[src/rtl/enc_dec_pkg.sv]
// Shared definitions for the one-hot encoder/decoder pair: state encoding and
// default geometry.
package enc_dec_pkg;
  localparam int DEF_VECT_W = 8;
  localparam int DEF_BIN_W  = 3;

  typedef enum logic {
    ST_IDLE = 1'b0,
    ST_RUN  = 1'b1
  } state_t;
endpackage

[src/rtl/bin2onehot.sv]
// Combinational binary to one-hot decode; an index >= VECT_W yields all zeros.
module bin2onehot #(
  parameter int VECT_W = 8,
  parameter int BIN_W  = 3
) (
  input  logic [BIN_W-1:0]  i_bin,
  output logic [VECT_W-1:0] o_vec
);
  always_comb begin
    o_vec = '0;
    for (int i = 0; i < VECT_W; i++)
      if (i_bin == BIN_W'(i)) o_vec[i] = 1'b1;
  end
endmodule

[src/rtl/decoder_sweep.sv]
// Command-driven burst of one-hot vectors with a rotating set bit.
// Optional out-of-range start reporting via DECODER_RANGE_CHECK_EN.
module decoder_sweep
  import enc_dec_pkg::*;
#(
  parameter int VECT_W = DEF_VECT_W,
  parameter int BIN_W  = DEF_BIN_W
) (
  input  logic              clk,
  input  logic              rst_n,
  input  logic              in_valid,
  output logic              in_ready,
  input  logic [BIN_W-1:0]  in_idx,
  input  logic [BIN_W-1:0]  in_len,
  output logic              out_valid,
  input  logic              out_ready,
  output logic [VECT_W-1:0] out_vec,
  output logic              out_last
`ifdef DECODER_RANGE_CHECK_EN
  ,
  output logic              out_err
`endif
);
  // One extra bit so VECT_W == 2**BIN_W is representable.
  localparam logic [BIN_W:0] LP_VW   = (BIN_W+1)'(VECT_W);
  localparam logic [BIN_W:0] LP_LAST = (BIN_W+1)'(VECT_W - 1);

  state_t           r_state, w_state_nxt;
  logic [BIN_W-1:0] r_idx, w_idx_nxt;
  logic [BIN_W-1:0] r_rem, w_rem_nxt;
  logic             w_accept, w_beat, w_oor;
  logic [VECT_W-1:0] w_vec;

  assign in_ready  = (r_state == ST_IDLE);
  assign out_valid = (r_state == ST_RUN);
  assign w_accept  = in_valid && in_ready;
  assign w_beat    = out_valid && out_ready;
  assign w_oor     = ({1'b0, in_idx} >= LP_VW);

`ifdef DECODER_RANGE_CHECK_EN
  logic r_err, w_err_nxt;
`endif

  always_comb begin
    w_state_nxt = r_state;
    w_idx_nxt   = r_idx;
    w_rem_nxt   = r_rem;
`ifdef DECODER_RANGE_CHECK_EN
    w_err_nxt   = r_err;
`endif
    case (r_state)
      ST_IDLE: if (w_accept) begin
        w_state_nxt = ST_RUN;
        w_idx_nxt   = in_idx;
        w_rem_nxt   = in_len;
`ifdef DECODER_RANGE_CHECK_EN
        // A bad start collapses to a single flagged beat.
        w_err_nxt   = w_oor;
        if (w_oor) w_rem_nxt = '0;
`endif
      end
      ST_RUN: if (w_beat) begin
        if (r_rem == '0) begin
          w_state_nxt = ST_IDLE;
        end else begin
          w_idx_nxt = ({1'b0, r_idx} >= LP_LAST) ? '0 : r_idx + BIN_W'(1);
          w_rem_nxt = r_rem - BIN_W'(1);
        end
      end
      default: w_state_nxt = ST_IDLE;
    endcase
  end

  always_ff @(posedge clk or negedge rst_n) begin
    if (!rst_n) begin
      r_state <= ST_IDLE;
      r_idx   <= '0;
      r_rem   <= '0;
`ifdef DECODER_RANGE_CHECK_EN
      r_err   <= 1'b0;
`endif
    end else begin
      r_state <= w_state_nxt;
      r_idx   <= w_idx_nxt;
      r_rem   <= w_rem_nxt;
`ifdef DECODER_RANGE_CHECK_EN
      r_err   <= w_err_nxt;
`endif
    end
  end

  bin2onehot #(.VECT_W(VECT_W), .BIN_W(BIN_W)) u_dec (
    .i_bin (r_idx),
    .o_vec (w_vec)
  );

  // Outputs are gated by RUN so IDLE and reset both present zeros.
  assign out_vec  = out_valid ? w_vec : '0;
  assign out_last = out_valid && (r_rem == '0);
`ifdef DECODER_RANGE_CHECK_EN
  assign out_err  = out_valid && r_err;
`else
  logic w_unused;
  assign w_unused = w_oor;
`endif
endmodule
[config.mk]
export PLATFORM = sky130hd
export DESIGN_NAME = decoder_sweep
export DESIGN_NICKNAME = d
export VERILOG_FILES = /design/src/rtl/enc_dec_pkg.sv /design/src/rtl/bin2onehot.sv /design/src/rtl/decoder_sweep.sv
export SDC_FILE = /design/constraint.sdc
export NUM_CORES = 1
export LEC_CHECK = 0
export ABC_AREA = 1
export CAP_MARGIN = 30
export CORE_MARGIN = 2
export CORE_UTILIZATION = 46
export CTS_CLUSTER_SIZE = 8
export DETAILED_ROUTE_END_ITERATION = 10
export PLACE_DENSITY = 0.9
export SLEW_MARGIN = 5
export SYNTH_ARGS = -nofsm -noshare
export SYNTH_HDL_FRONTEND = slang
export SYNTH_SLANG_ARGS = --single-unit
[constraint.sdc]
create_clock -name clk -period 2.3 [get_ports clk]
set_input_delay 0.69 -clock clk [delete_from_list [all_inputs] [get_ports clk]]
set_output_delay 0.69 -clock clk [all_outputs]
set_load 0.1 [all_outputs]
==> impl_metrics.yaml <==
final_layout:
  num_antenna_cells: 0
  final_layout_size_suffix_gt1_share_pct: 26.6
  post-route-util_pct: 78.6
  areaGrowthSynthToFinish_pct: 64.3
  ff_latch_area_um2: 176
  area_of_combinational_cells_with_multiple_inputs_um2: 405
  layout.cell_area.non_filler_um2: 997
  fill_cells: 85
  final_net_count: 128
sta:
  setup_tns_ns: 0
  setup_viol: 0
  layout_worst_path_cycle_share_pct: 91.3
  max_freq_ghz: 0.476
  timing_worst_slew_pin_value_ns: 0.348
  min_period_ns: 2.10
  postLayoutSetupSlackWorst_ns: 0.200
  relSlewSlack_pct: 76.8
  hold_viol: 0
  worst_clock_skew_ns: 0.00272
  grt_setup_unrepaired: "no"
  final-max-slew-violation-count: 0
floorplan:
  dieArea_um2: 1630
  die_height_um: 40.3
  floorplan.initialDensity_pct: 47.8
  core-area_um2: 1270
  rows: 13
  dieWidth_um: 40.3
  io_pins: 21
setup_path:
  setup.worst_path.class: "flip-flop to output port"
  timing.critical_path.from_type: "flip-flop"
  critPathMaxFanout: 5
  setup_slack_of_the_worst_register_to_register_path_ns: 0.91
  worst_path_cell_chain: "ha_1 > ha_1 > nand2_1 > inv_1 > buf_12"
  end_kind: "output port"
  timing.critical_path.slowest_cell_delay_ns: 0.43
  cp.arrival_ns: 1.41
  timing.critical_path.slowest_stage_cell: "sky130_fd_sc_hd__dfrtp_1"
  critical-path-top-cell-by-count: "sky130_fd_sc_hd__ha_1"
  required_ns: 1.61
clocking:
  cts_repair_resize_count: 0
  clk-insertion-delay-late_ns: 0.26
  hold_buffers: 0
  cts_made_buffers: 3
  clock_tree.buffer_depth: 2
  clock_tree_from_tritoncts: "done"
  cts_num_sinks: 7
  depth_of_the_cts_h_tree: 1
  cts.clk_slew.worst_paths_ns: 0.06
  post-cts-setup-buffer-count: 0
  cts_root_buffer: "sky130_fd_sc_hd__clkbuf_4"
place:
  placed_cell_area_um2: 971
  io_buffer_count: 20
  hpwlAfterDp_um: 1120
  pre_cts_slack_ns: 0.475
  gp_congestion: 0.765
grt:
  grt_antenna_before_repair: 0
  via_count_of_the_first_global_routing_pass: 599
  grt_start_max_net_pins: 13
  overflow: 0
  grt_pass1_wl_um: 2350
  grt_usage_pct: 22.3
drt:
  vias_per_cell: 5.02
  detailedRoute.firstPassIterationCount: 4
  wl_per_cell_um: 11.4
  post-route-drc-count: 0
  detailroute.via_count: 623
  dr_iter_0_viols: 14
  drt.antenna.violating_nets: 0
  detail_route.wirelength_um: 1410
synthesis:
  synth_cell_type_count: 15
  synth.yosys.warnings: 0
  synthesis.nets: 104
  yosys_register_bits: 7
  post_synth.cell_area_avg_um2: 7.06
  syn_inst: 86
  synth_area_um2: 607
  seq_area_frac_synth_pct: 28.9
outcome:
  status: "complete, no violations"
worst_hold_path:
  holdCritPathClass: "flip-flop to flip-flop"
job:
  max_cap_violations: 0
## worst max-delay path: cells and delay by family, from the launching register on
kind	cells	cell delay, ns
DFF	1	0.43
adders and majority gates	2	0.42
and+or+nand+nor	1	0.07
buffers and inverters	2	0.22
## flip-flops by register name (all words and copies together), names as in the netlist
signal / flops
r_rem: 3
r_idx: 3
out_valid: 1
## metrics by stage
stage                     cells  hold slack [ns]
after floorplan              86            0.394
after global placement      120            0.479
after detailed placement    120            0.487
after CTS                   124            0.501
after global routing        124            0.536
final                       124            0.506
## layer usage
layer	wire, µm	global-route usage [%]	vias up
met4	43	14.2	0
met2	780	42.1	20
met1	540	21.8	292
li1	-	-	306
met3	45	3.89	5
met5	0	0	-
## layout by cell type (no fill, tap or decap)
| cell type | instances |
|---|---|
| sky130_fd_sc_hd__buf_12 | 11 |
| sky130_fd_sc_hd__a21boi_0 | 1 |
| sky130_fd_sc_hd__o21ai_0 | 2 |
| sky130_fd_sc_hd__nand2_1 | 29 |
| sky130_fd_sc_hd__nor2_1 | 1 |
| sky130_fd_sc_hd__dfrtp_1 | 6 |
| sky130_fd_sc_hd__clkbuf_1 | 1 |
| sky130_fd_sc_hd__nand2_4 | 2 |
| sky130_fd_sc_hd__clkdlybuf4s50_1 | 9 |
| sky130_fd_sc_hd__inv_1 | 15 |
| sky130_fd_sc_hd__clkbuf_4 | 3 |
| sky130_fd_sc_hd__nand2_2 | 2 |
| sky130_fd_sc_hd__dfrtp_2 | 1 |
| sky130_fd_sc_hd__nand3_1 | 5 |
| sky130_fd_sc_hd__nand3_2 | 1 |
| sky130_fd_sc_hd__ha_1 | 8 |
| sky130_fd_sc_hd__o21ai_1 | 3 |
| sky130_fd_sc_hd__inv_2 | 1 |
| sky130_fd_sc_hd__nor2_4 | 8 |
## worst paths after layout
kind / start / end / cells past startpoint
worst max-delay path: r_idx[1]$_DFFE_PN0P_ / out_vec[7] / 5
worst min-delay path: r_rem[1]$_DFFE_PN0P_ / r_rem[1]$_DFFE_PN0P_ / 2
worst max register to register: r_idx[1]$_DFFE_PN0P_ / r_idx[1]$_DFFE_PN0P_ / 7
worst min register to register: r_rem[1]$_DFFE_PN0P_ / r_rem[1]$_DFFE_PN0P_ / 2
max in group asynchronous: rst_n / out_valid$_DFF_PN0_ / 1
min in group asynchronous: rst_n / r_rem[0]$_DFFE_PN0P_ / 1
## layout make-up
cell class	instances	share of cell area, %
Timing Repair Buffer	20	31.1
Sequential cell	7	17.7
Tap cell	15	1.88
Multi-Input combinational cell	62	40.7
Clock buffer	4	2.63
Inverter	16	6.02
## synthesized netlist by cell type
cell | n | area share (%)
sky130_fd_sc_hd__o21ai_1 | 3 | 2.5
sky130_fd_sc_hd__a21boi_0 | 1 | 1.2
sky130_fd_sc_hd__nand3_1 | 5 | 4.1
sky130_fd_sc_hd__inv_2 | 1 | 0.62
sky130_fd_sc_hd__nand2_2 | 2 | 2.1
sky130_fd_sc_hd__dfrtp_1 | 7 | 29
sky130_fd_sc_hd__o21ai_0 | 2 | 1.6
sky130_fd_sc_hd__nand2_1 | 29 | 18
sky130_fd_sc_hd__nor2_4 | 2 | 3.7
sky130_fd_sc_hd__nand3_2 | 1 | 1.6
sky130_fd_sc_hd__nand2_4 | 2 | 3.7
sky130_fd_sc_hd__inv_1 | 15 | 9.3
sky130_fd_sc_hd__ha_1 | 8 | 16
sky130_fd_sc_hd__nor2_1 | 7 | 4.3
sky130_fd_sc_hd__buf_6 | 1 | 1.9
## kinds of logic after synthesis
| group | share of synthesized area (%) |
|---|---|
| adder cells (fa/ha/maj) | 16.5 |
| AO/OA/AOI/OAI | 5.36 |
| buffers and inverters | 11.8 |
| flip-flops | 28.9 |
| AND/OR/NAND/NOR | 37.5 |
Power is left out: the tool's default activity adds up to more than one toggle a clock period on the data nets, which glitch-free logic cannot reach.
